**src/rtl/uart_pkg.sv**
```systemverilog
`default_nettype none
// +----------------------------------------------------------------------------+
// | Module  : uart_pkg                                                         |
// | Brief   : Shared types, register offsets and load formatting for the       |
// |           memory-mapped UART transmitter.                                  |
// | Revision: 1.0  initial release                                             |
// +----------------------------------------------------------------------------+
package uart_pkg;

    typedef enum logic [1:0] {
        IDLE  = 2'd0,
        START = 2'd1,
        DATA  = 2'd2,
        STOP  = 2'd3
    } uart_state_t;

    localparam logic [1:0] OFF_TXDATA = 2'd0;
    localparam logic [1:0] OFF_STATUS = 2'd1;
    localparam logic [1:0] OFF_BAUD   = 2'd2;

    localparam int ST_BUSY   = 0;
    localparam int ST_FULL   = 1;
    localparam int ST_EMPTY  = 2;
    localparam int ST_OVF    = 3;
    localparam int ST_CNT_LO = 4;

    // RV32I load width/sign handling applied to a full register word.
    function automatic logic [31:0] fmt_load(input logic [2:0] f3, input logic [31:0] w);
        case (f3)
            3'b000:  return {{24{w[7]}}, w[7:0]};
            3'b100:  return {24'd0, w[7:0]};
            3'b001:  return {{16{w[15]}}, w[15:0]};
            3'b101:  return {16'd0, w[15:0]};
            3'b010:  return w;
            default: return 32'd0;
        endcase
    endfunction

endpackage
`default_nettype wire

```
**src/rtl/sync_fifo.sv**
```systemverilog
`default_nettype none
// +----------------------------------------------------------------------------+
// | Module  : sync_fifo                                                        |
// | Brief   : Single-clock FIFO; a push into a full FIFO succeeds when a pop   |
// |           happens in the same cycle.                                       |
// | Revision: 1.0  initial release                                             |
// +----------------------------------------------------------------------------+
module sync_fifo #(
    parameter int WIDTH = 8,
    parameter int DEPTH = 8
) (
    input  logic                     clk,
    input  logic                     reset,
    input  logic                     push,
    input  logic [WIDTH-1:0]         din,
    input  logic                     pop,
    output logic [WIDTH-1:0]         dout,
    output logic                     full,
    output logic                     empty,
    output logic [$clog2(DEPTH):0]   count,
    output logic                     push_ok
);

    localparam int AW = $clog2(DEPTH);

    logic [WIDTH-1:0] r_mem [DEPTH];
    logic [AW-1:0]    r_wr_ptr;
    logic [AW-1:0]    r_rd_ptr;
    logic [AW:0]      r_count;
    logic             w_pop;
    logic             w_push;

    assign full    = (r_count == (AW+1)'(DEPTH));
    assign empty   = (r_count == '0);
    assign count   = r_count;
    assign dout    = r_mem[r_rd_ptr];
    assign w_pop   = pop & ~empty;
    assign w_push  = push & (~full | w_pop);
    assign push_ok = w_push;

    always_ff @(posedge clk or posedge reset) begin
        if (reset) begin
            r_wr_ptr <= '0;
            r_rd_ptr <= '0;
            r_count  <= '0;
        end else begin
            if (w_push) r_wr_ptr <= r_wr_ptr + 1'b1;
            if (w_pop)  r_rd_ptr <= r_rd_ptr + 1'b1;
            case ({w_push, w_pop})
                2'b10:   r_count <= r_count + 1'b1;
                2'b01:   r_count <= r_count - 1'b1;
                default: r_count <= r_count;
            endcase
        end
    end

    // Storage needs no reset; the pointers define what is valid.
    always_ff @(posedge clk) begin
        if (w_push) r_mem[r_wr_ptr] <= din;
    end

endmodule
`default_nettype wire

```
**src/rtl/mmio_uart_tx.sv**
```systemverilog
`default_nettype none
// +----------------------------------------------------------------------------+
// | Module  : mmio_uart_tx                                                     |
// | Brief   : Data-bus mapped 8N1 UART transmitter with TX FIFO, status and    |
// |           programmable baud divisor.                                       |
// | Revision: 1.0  initial release                                             |
// +----------------------------------------------------------------------------+
module mmio_uart_tx
    import uart_pkg::*;
#(
    parameter logic [31:0] BASE_ADDR  = 32'hFFFF_FF00,
    parameter int          FIFO_DEPTH = 8,
    parameter int          CLK_FREQ   = 12_000_000,
    parameter int          BAUD       = 115200
) (
    input  logic        clk,
    input  logic        reset,
    input  logic [2:0]  funct3,
    input  logic        dmem_wren,
    input  logic [31:0] dmem_address,
    input  logic [31:0] dmem_data_in,
    output logic [31:0] dmem_data_out,
    output logic        tx,
    output logic        tx_busy
);

    localparam int         CW        = $clog2(FIFO_DEPTH) + 1;
    localparam logic [15:0] RESET_DIV = 16'(CLK_FREQ / BAUD);

    logic          w_hit;
    logic [1:0]    w_off;
    logic          w_wr;
    logic          w_push_req;
    logic          w_push_ok;
    logic          w_pop;
    logic          w_fifo_full;
    logic          w_fifo_empty;
    logic [CW-1:0] w_fifo_count;
    logic [7:0]    w_fifo_dout;
    logic [31:0]   w_rd_word;
    logic          w_unused;

    logic          r_ovf;
    logic [15:0]   r_div;

    uart_state_t   r_state, w_state_nxt;
    logic [15:0]   r_cnt, w_cnt_nxt;
    logic [7:0]    r_shift, w_shift_nxt;
    logic [2:0]    r_idx, w_idx_nxt;
    logic          w_bit_end;

    assign w_hit      = (dmem_address[31:4] == BASE_ADDR[31:4]);
    assign w_off      = dmem_address[3:2];
    assign w_wr       = dmem_wren & w_hit;
    assign w_push_req = w_wr & (w_off == OFF_TXDATA);
    assign w_unused   = ^{dmem_address[1:0], dmem_data_in[31:16]};

    sync_fifo #(
        .WIDTH (8),
        .DEPTH (FIFO_DEPTH)
    ) u_fifo (
        .clk     (clk),
        .reset   (reset),
        .push    (w_push_req),
        .din     (dmem_data_in[7:0]),
        .pop     (w_pop),
        .dout    (w_fifo_dout),
        .full    (w_fifo_full),
        .empty   (w_fifo_empty),
        .count   (w_fifo_count),
        .push_ok (w_push_ok)
    );

    // Overflow set wins over a same-cycle software clear.
    always_ff @(posedge clk or posedge reset) begin
        if (reset) begin
            r_ovf <= 1'b0;
            r_div <= RESET_DIV;
        end else begin
            if (w_push_req && !w_push_ok)
                r_ovf <= 1'b1;
            else if (w_wr && (w_off == OFF_STATUS) && dmem_data_in[ST_OVF])
                r_ovf <= 1'b0;
            if (w_wr && (w_off == OFF_BAUD))
                r_div <= (dmem_data_in[15:0] == 16'd0) ? 16'd1 : dmem_data_in[15:0];
        end
    end

    always_comb begin
        w_rd_word = 32'd0;
        if (w_hit) begin
            case (w_off)
                OFF_STATUS: begin
                    w_rd_word[ST_BUSY]            = tx_busy;
                    w_rd_word[ST_FULL]            = w_fifo_full;
                    w_rd_word[ST_EMPTY]           = w_fifo_empty;
                    w_rd_word[ST_OVF]             = r_ovf;
                    w_rd_word[ST_CNT_LO+3:ST_CNT_LO] = 4'(w_fifo_count);
                end
                OFF_BAUD: w_rd_word[15:0] = r_div;
                default:  w_rd_word = 32'd0;
            endcase
        end
    end

    always_ff @(posedge clk or posedge reset) begin
        if (reset) dmem_data_out <= 32'd0;
        else       dmem_data_out <= fmt_load(funct3, w_rd_word);
    end

    always_ff @(posedge clk or posedge reset) begin
        if (reset) begin
            r_state <= IDLE;
            r_cnt   <= 16'd0;
            r_shift <= 8'd0;
            r_idx   <= 3'd0;
        end else begin
            r_state <= w_state_nxt;
            r_cnt   <= w_cnt_nxt;
            r_shift <= w_shift_nxt;
            r_idx   <= w_idx_nxt;
        end
    end

    assign w_bit_end = (r_cnt == 16'd1);

    // Every bit reloads the divisor, so a new BAUD_DIV applies at the next boundary.
    always_comb begin
        w_state_nxt = r_state;
        w_cnt_nxt   = r_cnt;
        w_shift_nxt = r_shift;
        w_idx_nxt   = r_idx;
        w_pop       = 1'b0;
        case (r_state)
            IDLE: begin
                if (!w_fifo_empty) begin
                    w_pop       = 1'b1;
                    w_shift_nxt = w_fifo_dout;
                    w_cnt_nxt   = r_div;
                    w_state_nxt = START;
                end
            end
            START: begin
                if (w_bit_end) begin
                    w_cnt_nxt   = r_div;
                    w_idx_nxt   = 3'd0;
                    w_state_nxt = DATA;
                end else begin
                    w_cnt_nxt = r_cnt - 16'd1;
                end
            end
            DATA: begin
                if (w_bit_end) begin
                    w_cnt_nxt   = r_div;
                    w_shift_nxt = {1'b0, r_shift[7:1]};
                    if (r_idx == 3'd7) w_state_nxt = STOP;
                    else               w_idx_nxt   = r_idx + 3'd1;
                end else begin
                    w_cnt_nxt = r_cnt - 16'd1;
                end
            end
            STOP: begin
                if (w_bit_end) begin
                    if (!w_fifo_empty) begin
                        w_pop       = 1'b1;
                        w_shift_nxt = w_fifo_dout;
                        w_cnt_nxt   = r_div;
                        w_state_nxt = START;
                    end else begin
                        w_state_nxt = IDLE;
                    end
                end else begin
                    w_cnt_nxt = r_cnt - 16'd1;
                end
            end
            default: w_state_nxt = IDLE;
        endcase
    end

    always_comb begin
        tx = 1'b1;
        if (r_state == START)     tx = 1'b0;
        else if (r_state == DATA) tx = r_shift[0];
    end

    assign tx_busy = (r_state != IDLE) | (w_fifo_count != '0);

endmodule
`default_nettype wire
```
**config.mk**
```make
export PLATFORM = sky130hd
export DESIGN_NAME = mmio_uart_tx
export DESIGN_NICKNAME = d
export VERILOG_FILES = /design/src/rtl/uart_pkg.sv /design/src/rtl/sync_fifo.sv /design/src/rtl/mmio_uart_tx.sv
export SDC_FILE = /design/constraint.sdc
export NUM_CORES = 1
export LEC_CHECK = 0
export ABC_AREA = 0
export BUFFER_PORTS_ARGS = -buffer_cell sky130_fd_sc_hd__buf_4
export CELL_PAD_IN_SITES_DETAIL_PLACEMENT = 2
export CELL_PAD_IN_SITES_GLOBAL_PLACEMENT = 2
export CORE_ASPECT_RATIO = 1.75
export CORE_UTILIZATION = 41
export CTS_CLUSTER_SIZE = 28
export DETAILED_ROUTE_END_ITERATION = 10
export GPL_ROUTABILITY_DRIVEN = 0
export GPL_TIMING_DRIVEN = 0
export PLACE_DENSITY_LB_ADDON = 0.15
export RECOVER_POWER = 25
export SYNTH_ARGS = -nofsm -noshare
export SYNTH_HDL_FRONTEND = slang
export SYNTH_SLANG_ARGS = --single-unit
```
**constraint.sdc**
```tcl
create_clock -name clk -period 9.4 [get_ports clk]
set_clock_uncertainty 0.1 [all_clocks]
set_input_delay 0.47 -clock clk [delete_from_list [all_inputs] [get_ports clk]]
set_output_delay 0.47 -clock clk [all_outputs]
set_load 0.02 [all_outputs]
```
# Word-level counts from Yosys, hierarchy flattened
# Memory sizes are Yosys's and may differ from the RTL's.
# Index checks and enable logic that the tools add are counted.
# W data, S select, Z words.
word_totals:
  inputBits: 70
  out_inout_bits: 34
  regBits: 88
  ram_bits: 64
  memories: 1
mem_list:
  columns: ["memory", "words", "width", "rd", "rd_clocked_by_memory_dff", "wr", "line", "rtl"]
  rows:
  - ["u_fifo.r_mem", 8, 8, 1, 0, 1, "sync_fifo.sv:26", "logic [WIDTH-1:0] r_mem [DEPTH];"]
op_classes:
  bitwise: 8
  n_mux: 34
  n_addsub: 6
  reduce_logical: 20
  eq_ne: 21
op_table:
  columns: ["operator", "n"]
  rows:
  - ["$pmux W32 S5", 1]
  - ["$mux W16", 5]
  - ["$pmux W16 S3", 1]
  - ["$mux W8", 4]
  - ["$eq A28 B28 Y1 const B", 1]
  - ["$pmux W8 S3", 1]
  - ["$eq A16 B1 Y1 const B", 1]
  - ["$logic_not A16 Y1", 1]
  - ["$pmux W8 S2", 1]
  - ["$sub A16 B1 Y16 const B", 1]
  - ["$ne A2 B2 Y1 const B", 6]
  - ["$mux W2", 5]
  - ["$add A3 B1 Y3 const B", 3]
  - ["$eq A3 B3 Y1 const B", 3]
  - ["$mux W1", 9]
  - ["$mux W3", 3]
  - ["$eq A2 B2 Y1 const B", 4]
  - ["$pmux W2 S4", 1]
  - ["$pmux W4 S2", 1]
  - ["$reduce_bool A2 Y1", 4]
  - ["$eq A2 B1 Y1 const B", 3]
  - ["$pmux W3 S2", 1]
  - ["$reduce_and A5 Y1", 1]
  - ["$add A4 B1 Y4 const B", 1]
  - ["other kinds (18)", 27]

# Logic depth before layout (Yosys ltp)
# Gate-level depths: netlist (run 1).
logic_depth:
  word_depth: 10
  depth_mapped: 13
  depth_no_buf: 12

# Cells and area by module
# A second synthesis (run 1) with hierarchy kept.
hier_totals:
  hier_cells: 553
  hier_area_um2: 6899.1
modules_own_cells:
  columns: ["module", "n_inst", "area_each_um2", "cells_per_inst"]
  rows:
  - ["mmio_uart_tx", 1, 3768.6, 389]
  - ["sync_fifo", 1, 3130.5, 164]

# Worst setup path before layout (run 1)
# Ideal clock, no wire load.
synth_path:
  path_type: "input-to-reg"
  startpoint: "input port dmem_address[5]"
  endpoint: "memory u_fifo.r_mem[0][0] (enable)"
  stages: 6
  arrival_time_ns: 2.577
  required_ns: 8.917
  path_slack_ns: 6.339
  cell_sequence: "or4b_4 > nor4_4 > nand3_2 > a211oi_2 > nand2b_1 > nor3_1"
synth_between:
  elab_chain_len: 6
synth_lines:
  columns: ["element", "line", "rtl"]
  rows:
  - ["start: declaration", "mmio_uart_tx.sv:20", "input logic [31:0] dmem_address,"]
  - ["$eq A28 B28 Y1", "mmio_uart_tx.sv:52", "assign w_hit = (dmem_address[31:4] == BASE_ADDR[31:4]);"]
  - ["$and A1 B1 Y1", "mmio_uart_tx.sv:54", "assign w_wr = dmem_wren & w_hit;"]
  - ["$and A1 B1 Y1", "mmio_uart_tx.sv:55", "assign w_push_req = w_wr & (w_off == OFF_TXDATA);"]
  - ["$and A1 B1 Y1", "sync_fifo.sv:38", "assign w_push = push & (~full | w_pop);"]
  - ["$mux W1", "sync_fifo.sv:59", "if (w_push) r_mem[r_wr_ptr] <= din;"]
  - ["$mux W1 (not written as such)", "sync_fifo.sv:59", null]
  - ["end: declaration", "sync_fifo.sv:26", null]
# Every way passes these cells.

# Worst setup path after layout (run 1)
layout_path:
  startpoint: "register r_cnt[1]"
  endpoint: "memory u_fifo.r_mem[1][2] (enable)"
layout_between:
  elab_chain_len: 8
layout_lines:
  columns: ["element", "line", "rtl"]
  rows:
  - ["start: declaration", "mmio_uart_tx.sv:47", "logic [15:0] r_cnt, w_cnt_nxt;"]
  - ["start signal: assignment", "mmio_uart_tx.sv:119", "r_cnt <= w_cnt_nxt;"]
  - ["$eq A16 B1 Y1", "mmio_uart_tx.sv:125", "assign w_bit_end = (r_cnt == 16'd1);"]
  - ["$mux W1", "mmio_uart_tx.sv:163", "if (w_bit_end) begin"]
  - ["$pmux W1 S2", "mmio_uart_tx.sv:134", "case (r_state)"]
  - ["$and A1 B1 Y1", "sync_fifo.sv:37", "assign w_pop = pop & ~empty;"]
  - ["$or A1 B1 Y1", "sync_fifo.sv:38", null]
  - ["$and A1 B1 Y1", "sync_fifo.sv:38", null]
  - ["$mux W1", "sync_fifo.sv:59", null]
  - ["$mux W1 (not written as such)", "sync_fifo.sv:59", null]
# Every way passes these cells.

==> impl_metrics.env, run 1 <==
export IMPL_irDropWorstVdd_mv=0.102
export IMPL_syn_area_per_cell_um2=12.0
export IMPL_cts_htree_levels=4
export IMPL_cts_tree="done"
export IMPL_switchingPower_mw=0.441
export IMPL_clk_latency_ns=0.43
export IMPL_hp_start="dmem_data_in[13]"
export IMPL_total_power_mw=1.55
export IMPL_hpwlAfterDp_um=15900
export IMPL_critical_path_endpoint_type="register"
export IMPL_cts_root_buf="clkbuf_16"
export IMPL_synth_area_leaders="edfxtp_1, dfrtp_1, mux4_2"
export IMPL_rr_startpoint="r_cnt[1]"
export IMPL_power_density_nw_per_um2=189
export IMPL_clk_pin_slew_ns=0.06
export IMPL_nets=754
export IMPL_min_path_cells=2
export IMPL_avgViaCountPerCell=5.87
export IMPL_wl_per_cell_um=25.1
export IMPL_die_w_um=99.0
export IMPL_r2r_setup_slack_ns=5.18
export IMPL_required_ns=9.32
export IMPL_synth_nets=647
export IMPL_syn2layout_area_growth_pct=21.9
export IMPL_cts_setup_buffers=0
export IMPL_worstRegToRegCells=9
export IMPL_placementRows=61
export IMPL_hold_viol=0
export IMPL_grt_remaining_overflow=0
export IMPL_synth_edff_count=64
export IMPL_io_buffers=85
export IMPL_clock_path_buffers=2
export IMPL_fin_crit_sh=0.449
export IMPL_maxCapViolations=0
export IMPL_grt_start_max_net_pins=61
export IMPL_vias=5105
export IMPL_drt_iter0_drc=161
export IMPL_crit_arrival_ns=4.15
export IMPL_num_io_pins=104
export IMPL_core_area_um2=16000
export IMPL_setup_violations=0
export IMPL_critPathLaunchType="register"
export IMPL_internal_power_mw=1.11
export IMPL_path_buf_inv=2
export IMPL_cp_top_family="simple AND/OR/NAND/NOR gates"
export IMPL_track_usage=0.273
export IMPL_tns_ns=0
export IMPL_utilization=0.516
export IMPL_min_to="r_div[13]"
export IMPL_drc_errors=0
export IMPL_cts_buffers=17
export IMPL_max_freq_mhz=237
export IMPL_die_h_um=172
export IMPL_switching_share=0.284
export IMPL_async_reset_ff_frac=0.533
export IMPL_yosysSeqAreaShare=0.556
export IMPL_fp_dieArea_um2=17000
export IMPL_path_cells="inv_1, ha_1, nor4b_1, and4_1, buf_4, a31oi_1, a211oi_2, nand2_1, nor3_1"
export IMPL_r2r_end="u_fifo.r_mem[1][2]"
export IMPL_netlist_area_leader_share=0.285
export IMPL_routed_wl_um=21800
export IMPL_worstMarginPinSlew_ns=1.33
export IMPL_crit_fanout=10
export IMPL_outcome="complete, no violations"
export IMPL_ant_nets=0
export IMPL_slew_violations=0
export IMPL_worstSetupPathType="register to register"
export IMPL_rsz0062_at_grt="no"
export IMPL_first_pass_iters=4
export IMPL_synth_area_leader_cell="edfxtp_1"
export IMPL_synth_warnings=0
export IMPL_grt_pass1_vias=5906
export IMPL_netlist_instances=560
export IMPL_crit_path_top_delay_cell="nor3_1"
export IMPL_layout_drive_gt1_share=0.254
export IMPL_period_needed_ns=4.22
export IMPL_clkSinkCount=137
export IMPL_ys_dominant_reg_cell="dfrtp_1"
export IMPL_grt_pass1_wl_um=33900
export IMPL_power_frac_comb=0.151
export IMPL_slowest_delay_ns=1.05
export IMPL_leakage_nw=3.49
export IMPL_clockPowerShare=0.432
export IMPL_cts_resized=0
export IMPL_syn_area_um2=6750
export IMPL_maxSlewHeadroom=0.109
export IMPL_seqPwrFrac=0.417
export IMPL_post_route_cell_area_um2=8220
export IMPL_antenna_found_initial=0
export IMPL_start_util=0.423
export IMPL_hold_class="primary input to register"
export IMPL_antenna_cells=0
export IMPL_ys_types=66
export IMPL_placed_area_um2=7650
export IMPL_nFillCells=1565
export IMPL_ys_ff_latch=137
export IMPL_hold_buffers=1
==> cells in the mapped netlist, types with 5 or more instances <==
master	n
inv_1	20
ha_1	16
dfrtp_1	70
xnor2_1	10
nand2_1	49
nand4_1	8
buf_4	16
o21ai_1	6
mux2_1	10
o22ai_1	6
nor3_1	9
clkbuf_1	22
mux4_2	16
xor2_1	5
edfxtp_1	64
mux2i_1	15
mux2_2	9
a21o_1	5
a22o_1	6
o21ai_0	42
a21oi_1	23
nor2_1	39
a22oi_1	11
==> logic make-up after synthesis <==
family / share of synthesized area
and+or+nand+nor: 0.117
buffers and inverters: 0.0454
adders and majority gates: 0.0326
xor gates and xnor gates: 0.0195
AOI/OAI and AO/OA: 0.121
muxes: 0.107
DFF: 0.556
==> flip-flops by register name, summed over array words and instances (netlist names) <==
name	count
dmem_data_out	17
r_state	2
r_cnt	16
r_idx	3
r_shift	8
u_fifo.r_rd_ptr	3
u_fifo.count	4
u_fifo.r_wr_ptr	3
u_fifo.r_mem	64
r_ovf	1
r_div	16
==> metrics by stage <==
step	setup WS, ns	hold WS (ns)	cells
floorplan	6.34	0.349	560
global placement	5.51	0.364	834
detailed placement	5.22	0.326	835
CTS	5.16	0.180	868
global route	4.91	0.189	869
finish	5.18	0.185	869
==> power by group through the flow <==
stage / sequential (mW) / clock (mW) / combinational [mW]
after floorplan: 0.656 / 0 / 0.164
after global placement: 0.659 / 0 / 0.219
after detailed placement: 0.659 / 0 / 0.233
after CTS: 0.647 / 0.679 / 0.237
after global routing: 0.649 / 0.699 / 0.258
final: 0.648 / 0.670 / 0.235
==> final cells by class <==
type                            instances  area [um2]  share of cell area
Inverter                               21        80.1             0.00974
Tap cell                              189         236              0.0288
Clock buffer                           17         425              0.0517
Multi-Input combinational cell        360        2690               0.327
Sequential cell                       137        3750               0.456
Timing Repair Buffer                   88         653              0.0794
Buffer                                 42         228              0.0277
Clock inverter                         15         163              0.0198
==> layout by cell type (no fill, tap or decap), types with 8 or more instances in the layout <==
cell       instances
mux2i_1           15
mux2_2             9
xnor2_1           10
dfrtp_1           70
mux4_2            16
o21ai_0           42
a22oi_1           11
nor3_1             9
clkbuf_1          30
clkbuf_16         17
ha_1              16
inv_1             19
mux2_1            10
a21oi_1           23
buf_4             92
edfxtp_1          64
nor2_1            39
nand4_1            8
nand2_1           49
==> how the worst max path moves through the flow <==
stage / start / to / slack, ns / cells after the start
CTS: r_cnt[1] / u_fifo.r_mem[0][7] / 5.16 / 9
global placement: r_cnt[1] / u_fifo.r_mem[1][1] / 5.51 / 9
finish: r_cnt[1] / u_fifo.r_mem[1][2] / 5.18 / 9
global route: r_cnt[1] / u_fifo.r_mem[1][2] / 4.91 / 9
floorplan: dmem_address[5] / u_fifo.r_mem[0][0] / 6.34 / 6
detailed placement: r_cnt[1] / u_fifo.r_mem[0][1] / 5.22 / 9
==> per-layer routing <==
metal,up-vias,global-route usage,wire (um)
met5,-,0,0
met4,0,0.120,684
met3,51,0.0341,537
met2,111,0.537,12600
met1,2667,0.284,7970
li1,2276,-,-
(Power assumes the default switching activity.)
==> run 2: changes to the inputs <==
--- a/config.mk
+++ b/config.mk
@@ -10,7 +10,7 @@
 export CELL_PAD_IN_SITES_DETAIL_PLACEMENT = 2
 export CELL_PAD_IN_SITES_GLOBAL_PLACEMENT = 2
 export CORE_ASPECT_RATIO = 1.75
-export CORE_UTILIZATION = 41
+export CORE_UTILIZATION = 38
 export CTS_CLUSTER_SIZE = 28
 export DETAILED_ROUTE_END_ITERATION = 10
 export GPL_ROUTABILITY_DRIVEN = 0
==> constraint.sdc (replaced) <==
create_clock -name clk -period 4.3 [get_ports clk]
set_clock_uncertainty 0.1 [all_clocks]
set_input_delay 0.215 -clock clk [delete_from_list [all_inputs] [get_ports clk]]
set_output_delay 0.215 -clock clk [all_outputs]
set_load 0.02 [all_outputs]
==> impl_metrics.env, run 2 (synthesis results as in run 1) <==
export IMPL_track_usage=0.259
export IMPL_met1_length_um=7510
export IMPL_cts_root_buf="clkbuf_16"
export IMPL_ant_nets=0
export IMPL_placementRows=64
export IMPL_slew_violations=0
export IMPL_final_cell_mix="buf_4, dfrtp_1, edfxtp_1"
export IMPL_vias=5130
export IMPL_cts_setup_buffers=0
export IMPL_die_w_um=103
export IMPL_multiInputGateArea_um2=2700
export IMPL_wl_met3_um=473
export IMPL_top_layer="met4"
export IMPL_endpoint="u_fifo.r_mem[7][1]"
export IMPL_critical_path_startpoint="r_cnt[1]"
export IMPL_stdcell_count=927
export IMPL_avgViaCountPerCell=5.53
export IMPL_antenna_cells=0
export IMPL_crit_arrival_ns=3.75
export IMPL_required_ns=4.25
export IMPL_worstRegToRegCells=9
export IMPL_fp_dieArea_um2=18300
export IMPL_dp_cells=877
export IMPL_start_util=0.386
export IMPL_drt_iter0_drc=167
export IMPL_grt_start_max_net_pins=60
export IMPL_io_buffers=85
export IMPL_r2r_setup_slack_ns=0.50
export IMPL_seqCellArea_um2=3750
export IMPL_clkSinkCount=137
export IMPL_fin_crit_sh=0.884
export IMPL_critPathLaunchType="register"
export IMPL_grt_pass1_vias=5979
export IMPL_wl_per_cell_um=23.3
export IMPL_clk_latency_ns=0.43
export IMPL_cts_tree="done"
export IMPL_crit_fanout=10
export IMPL_irDropWorstVdd_mv=0.296
export IMPL_hpwlAfterDp_um=15700
export IMPL_cts_htree_levels=4
export IMPL_top_register="u_fifo.r_mem"
export IMPL_antenna_found_initial=0
export IMPL_grt_pass1_wl_um=33800
export IMPL_clk_pin_slew_ns=0.06
export IMPL_core_area_um2=17500
export IMPL_nFillCells=1786
export IMPL_rr_startpoint="r_cnt[1]"
export IMPL_power_density_nw_per_um2=416
export IMPL_wl_met2_um=12600
export IMPL_max_freq_mhz=263
export IMPL_drc_errors=0
export IMPL_clock_path_buffers=2
export IMPL_hold_class="primary input to register"
export IMPL_tns_ns=0
export IMPL_routed_wl_um=21600
export IMPL_r2r_end="u_fifo.r_mem[7][1]"
export IMPL_top_regs="u_fifo.r_mem (64), dmem_data_out (17)"
export IMPL_worstMarginPinSlew_ns=0.916
export IMPL_grt_remaining_overflow=0
export IMPL_setup_violations=0
export IMPL_period_needed_ns=3.80
export IMPL_hold_viol=0
export IMPL_cts_buffers=17
export IMPL_maxSlewHeadroom=0.387
export IMPL_maxCapViolations=0
export IMPL_holdWs_ns=0.0420
export IMPL_layout_drive_gt1_share=0.249
export IMPL_first_pass_iters=4
export IMPL_largest_register_ffs=64
export IMPL_worstSetupPathType="register to register"
export IMPL_final_common_cell="buf_4"
export IMPL_critical_path_endpoint_type="register"
export IMPL_outcome="complete, no violations"
export IMPL_num_io_pins=104
export IMPL_nets=770
export IMPL_leakage_nw=3.59
export IMPL_total_power_mw=3.53
export IMPL_rsz0062_at_grt="no"
export IMPL_syn2layout_area_growth_pct=25.8
export IMPL_die_h_um=178
-- run 2: final cells by class --
| type | count | area share |
|---|---|---|
| plain buffers | 42 | 0.0268 |
| clock buffers | 19 | 0.0522 |
| clock inverters | 13 | 0.0211 |
| inverters | 21 | 0.00944 |
| multi-input cells | 360 | 0.318 |
| flip-flops and latches | 137 | 0.442 |
| well taps | 231 | 0.0341 |
| repair buffers | 104 | 0.0962 |
-- run 2: worst min path at each step --
| stage | startpoint | endpoint | depth (start not counted) |
|---|---|---|---|
| 6_report | funct3[1] | dmem_data_out[30] | 4 |
| 5_1_grt | funct3[1] | dmem_data_out[13] | 3 |
| 4_1_cts | funct3[1] | dmem_data_out[30] | 4 |
| 3_5_place_dp | reset | dmem_data_out[3] | 2 |
| 3_3_place_gp | dmem_data_in[13] | r_div[13] | 2 |
| 2_1_floorplan | dmem_data_in[0] | u_fifo.r_mem[0][0] | 0 |
-- run 2: timing repair --
item                                    in CTS  in global routing
resized for setup                            0                  2
hold buffers                                18                  0
endpoints found under the setup margin       0                 16
hold endpoints to repair                   146                  0
-- run 2: power by group --
group	switching [mW]	internal, mW
sequential	0.0325	1.39
combinational	0.298	0.232
clock	0.635	0.945
-- run 2: per-layer routing --
| layer | track usage | up-vias |
|---|---|---|
| met3 | 0.0435 | 43 |
| met2 | 0.494 | 103 |
| met1 | 0.258 | 2664 |
| met5 | 0 | - |
| met4 | 0.138 | 0 |
| li1 | - | 2320 |
-- run 2: per-stage QoR --
step | setup WS [ns] | utilization | instance area, um2
CTS | 0.113 | 0.487 | 8500
finish | 0.498 | 0.486 | 8480
detailed placement | 0.207 | 0.441 | 7700
global route | 0.174 | 0.486 | 8480
floorplan | 1.29 | - | 6750
global placement | 0.322 | 0.440 | 7670
-- run 2: worst max-delay path, cell delays in order, from the launching register on --
cell and delay [ns]:
dfrtp_1 0.47, inv_1 0.14, ha_1 0.19, nor4b_1 0.34, and4_1 0.24, buf_4 0.18
a31oi_1 0.30, a211oi_2 0.47, nand2_1 0.22, nor2_1 0.75
==> run 3: changes to the inputs <==
--- a/config.mk
+++ b/config.mk
@@ -5,12 +5,12 @@
 export SDC_FILE = /design/constraint.sdc
 export NUM_CORES = 1
 export LEC_CHECK = 0
-export ABC_AREA = 0
+export ABC_AREA = 1
 export BUFFER_PORTS_ARGS = -buffer_cell sky130_fd_sc_hd__buf_4
 export CELL_PAD_IN_SITES_DETAIL_PLACEMENT = 2
 export CELL_PAD_IN_SITES_GLOBAL_PLACEMENT = 2
 export CORE_ASPECT_RATIO = 1.75
-export CORE_UTILIZATION = 38
+export CORE_UTILIZATION = 35
 export CTS_CLUSTER_SIZE = 28
 export DETAILED_ROUTE_END_ITERATION = 10
 export GPL_ROUTABILITY_DRIVEN = 0
==> impl_metrics.env, run 3 <==
export IMPL_synth_nets=859
export IMPL_critical_path_endpoint_type="register"
export IMPL_vias=6116
export IMPL_leakage_nw=3.71
export IMPL_start_util=0.358
export IMPL_netlist_area_leader_share=0.278
export IMPL_max_freq_mhz=317
export IMPL_worstMarginPinSlew_ns=0.928
export IMPL_fp_dieArea_um2=20300
export IMPL_hold_viol=0
export IMPL_hold_class="primary input to register"
export IMPL_grt_remaining_overflow=0
export IMPL_critical_path_startpoint="r_state[1]"
export IMPL_ys_ff_latch=137
export IMPL_cts_tree="done"
export IMPL_ys_dominant_reg_cell="dfrtp_1"
export IMPL_ys_types=41
export IMPL_critPathLaunchType="register"
export IMPL_crit_fanout=8
export IMPL_clock_path_buffers=2
export IMPL_worstSetupPathType="register to register"
export IMPL_cts_buffers=17
export IMPL_maxSlewHeadroom=0.378
export IMPL_synth_edff_count=64
export IMPL_final_cell_mix="nand2_1, o21ai_0, buf_4"
export IMPL_fin_crit_sh=0.733
export IMPL_cts_root_buf="clkbuf_16"
export IMPL_wl_per_cell_um=22.1
export IMPL_drc_errors=0
export IMPL_syn_area_um2=6910
export IMPL_cts_htree_levels=4
export IMPL_async_reset_ff_frac=0.533
export IMPL_rr_startpoint="r_state[1]"
export IMPL_slew_violations=0
export IMPL_synth_warnings=0
export IMPL_tns_ns=0
export IMPL_largest_register_ffs=64
export IMPL_power_density_nw_per_um2=351
export IMPL_routed_wl_um=25400
export IMPL_rsz0062_at_grt="no"
export IMPL_synthMostInstantiatedCell="nand2_1"
export IMPL_die_w_um=108
export IMPL_antenna_cells=0
export IMPL_io_buffers=85
export IMPL_clkSinkCount=137
export IMPL_top_regs="u_fifo.r_mem (64), dmem_data_out (17)"
export IMPL_antenna_found_initial=0
export IMPL_drt_iter0_drc=199
export IMPL_track_usage=0.264
export IMPL_avgViaCountPerCell=5.33
export IMPL_clk_pin_slew_ns=0.06
export IMPL_hp_start="funct3[1]"
export IMPL_layout_drive_gt1_share=0.184
export IMPL_yosys_top_cells_count="nand2_1, o21ai_0, nor2_1"
export IMPL_total_power_mw=3.03
export IMPL_grt_start_max_net_pins=60
export IMPL_syn2layout_area_growth_pct=24.8
export IMPL_yosysSeqAreaShare=0.543
export IMPL_grt_pass1_wl_um=39400
export IMPL_clk_latency_ns=0.43
export IMPL_ant_nets=0
export IMPL_setup_violations=0
export IMPL_netlist_instances=772
export IMPL_crit_arrival_ns=3.10
export IMPL_hpwlAfterDp_um=18500
export IMPL_cts_resized=0
export IMPL_core_area_um2=19300
export IMPL_syn_area_per_cell_um2=8.95
export IMPL_required_ns=4.25
export IMPL_grt_pass1_vias=7078
export IMPL_maxCapViolations=0
export IMPL_period_needed_ns=3.15
export IMPL_top_register="u_fifo.r_mem"
export IMPL_first_pass_iters=4
export IMPL_nets=981
export IMPL_final_common_cell="nand2_1"
export IMPL_outcome="complete, no violations"
export IMPL_synth_area_leader_cell="edfxtp_1"
export IMPL_die_h_um=188
export IMPL_placementRows=67
export IMPL_num_io_pins=104
export IMPL_synth_area_leaders="edfxtp_1, dfrtp_1, nand2_1"
export IMPL_irDropWorstVdd_mv=0.256
run 3: path summary, 6_finish.rpt:
check | end | slack [ns] | cells past startpoint
worst max-delay path | u_fifo.r_mem[3][4] | 1.15 | 11
worst min-delay path | dmem_data_out[13] | 0.04 | 4
worst max register to register | u_fifo.r_mem[3][4] | 1.15 | 11
worst min register to register | r_shift[5] | 0.39 | 2
max in group asynchronous | r_div[3] | 2.91 | 4
min in group asynchronous | r_shift[3] | 0.39 | 3
run 3: area by class of cell:
cell class,count,area [um2]
Timing Repair Buffer,103,806
Buffer,43,243
Inverter,68,259
Fill cell,2143,10700
Clock inverter,13,165
Tap cell,241,302
Clock buffer,19,443
Multi-Input combinational cell,524,2660
Sequential cell,137,3750
run 3: through the flow:
step                      worst slack [ns]  hold WS (ns)  std cells  cell area [um2]   util
after floorplan                       1.96         0.211        772             6910      -
after global placement               0.922         0.334       1098             7850  0.407
after detailed placement              1.19        0.0755       1099             7880  0.409
after CTS                             1.06        0.0312       1148             8660  0.449
after global routing                 0.926        0.0589       1148             8630  0.447
final                                 1.15        0.0400       1148             8630  0.447
run 3: critical path, cell delays in order, from the launching register on:
cell	delay (ns)
dfrtp_1	0.40
ha_1	0.35
inv_1	0.21
nor2_2	0.18
nand3_1	0.10
nand2_2	0.09
nand2_4	0.09
inv_4	0.12
nor2_2	0.06
nor2_4	0.16
nand2_1	0.17
nor2_1	0.73
run 3: cell families after synthesis:
| family | synth area share |
|---|---|
| flops | 0.543 |
| compound gates | 0.151 |
| buf+inv | 0.0724 |
| simple gates | 0.188 |
| xor+xnor | 0.0139 |
| fa+ha+maj | 0.0319 |
run 3: power by group:
group	total [mW]	internal [mW]	leakage [nW]	switching (mW)
clock network	1.55	0.935	0.294	0.620
registers	1.37	1.37	1.42	0.000000221
logic	0.100	0.0456	2.00	0.0547
run 3: what timing repair did:
| action | CTS | global route |
|---|---|---|
| hold buffers | 17 | 0 |
| endpoints found under the hold margin | 144 | 0 |
| buffers inserted | 0 | 0 |
run 3: routing by layer:
layer,vias up,global-route usage,wire length (um)
li1,2832,-,-
met1,3137,0.247,8700
met2,99,0.538,15200
met3,48,0.0344,434
met4,0,0.120,991
met5,-,0,0
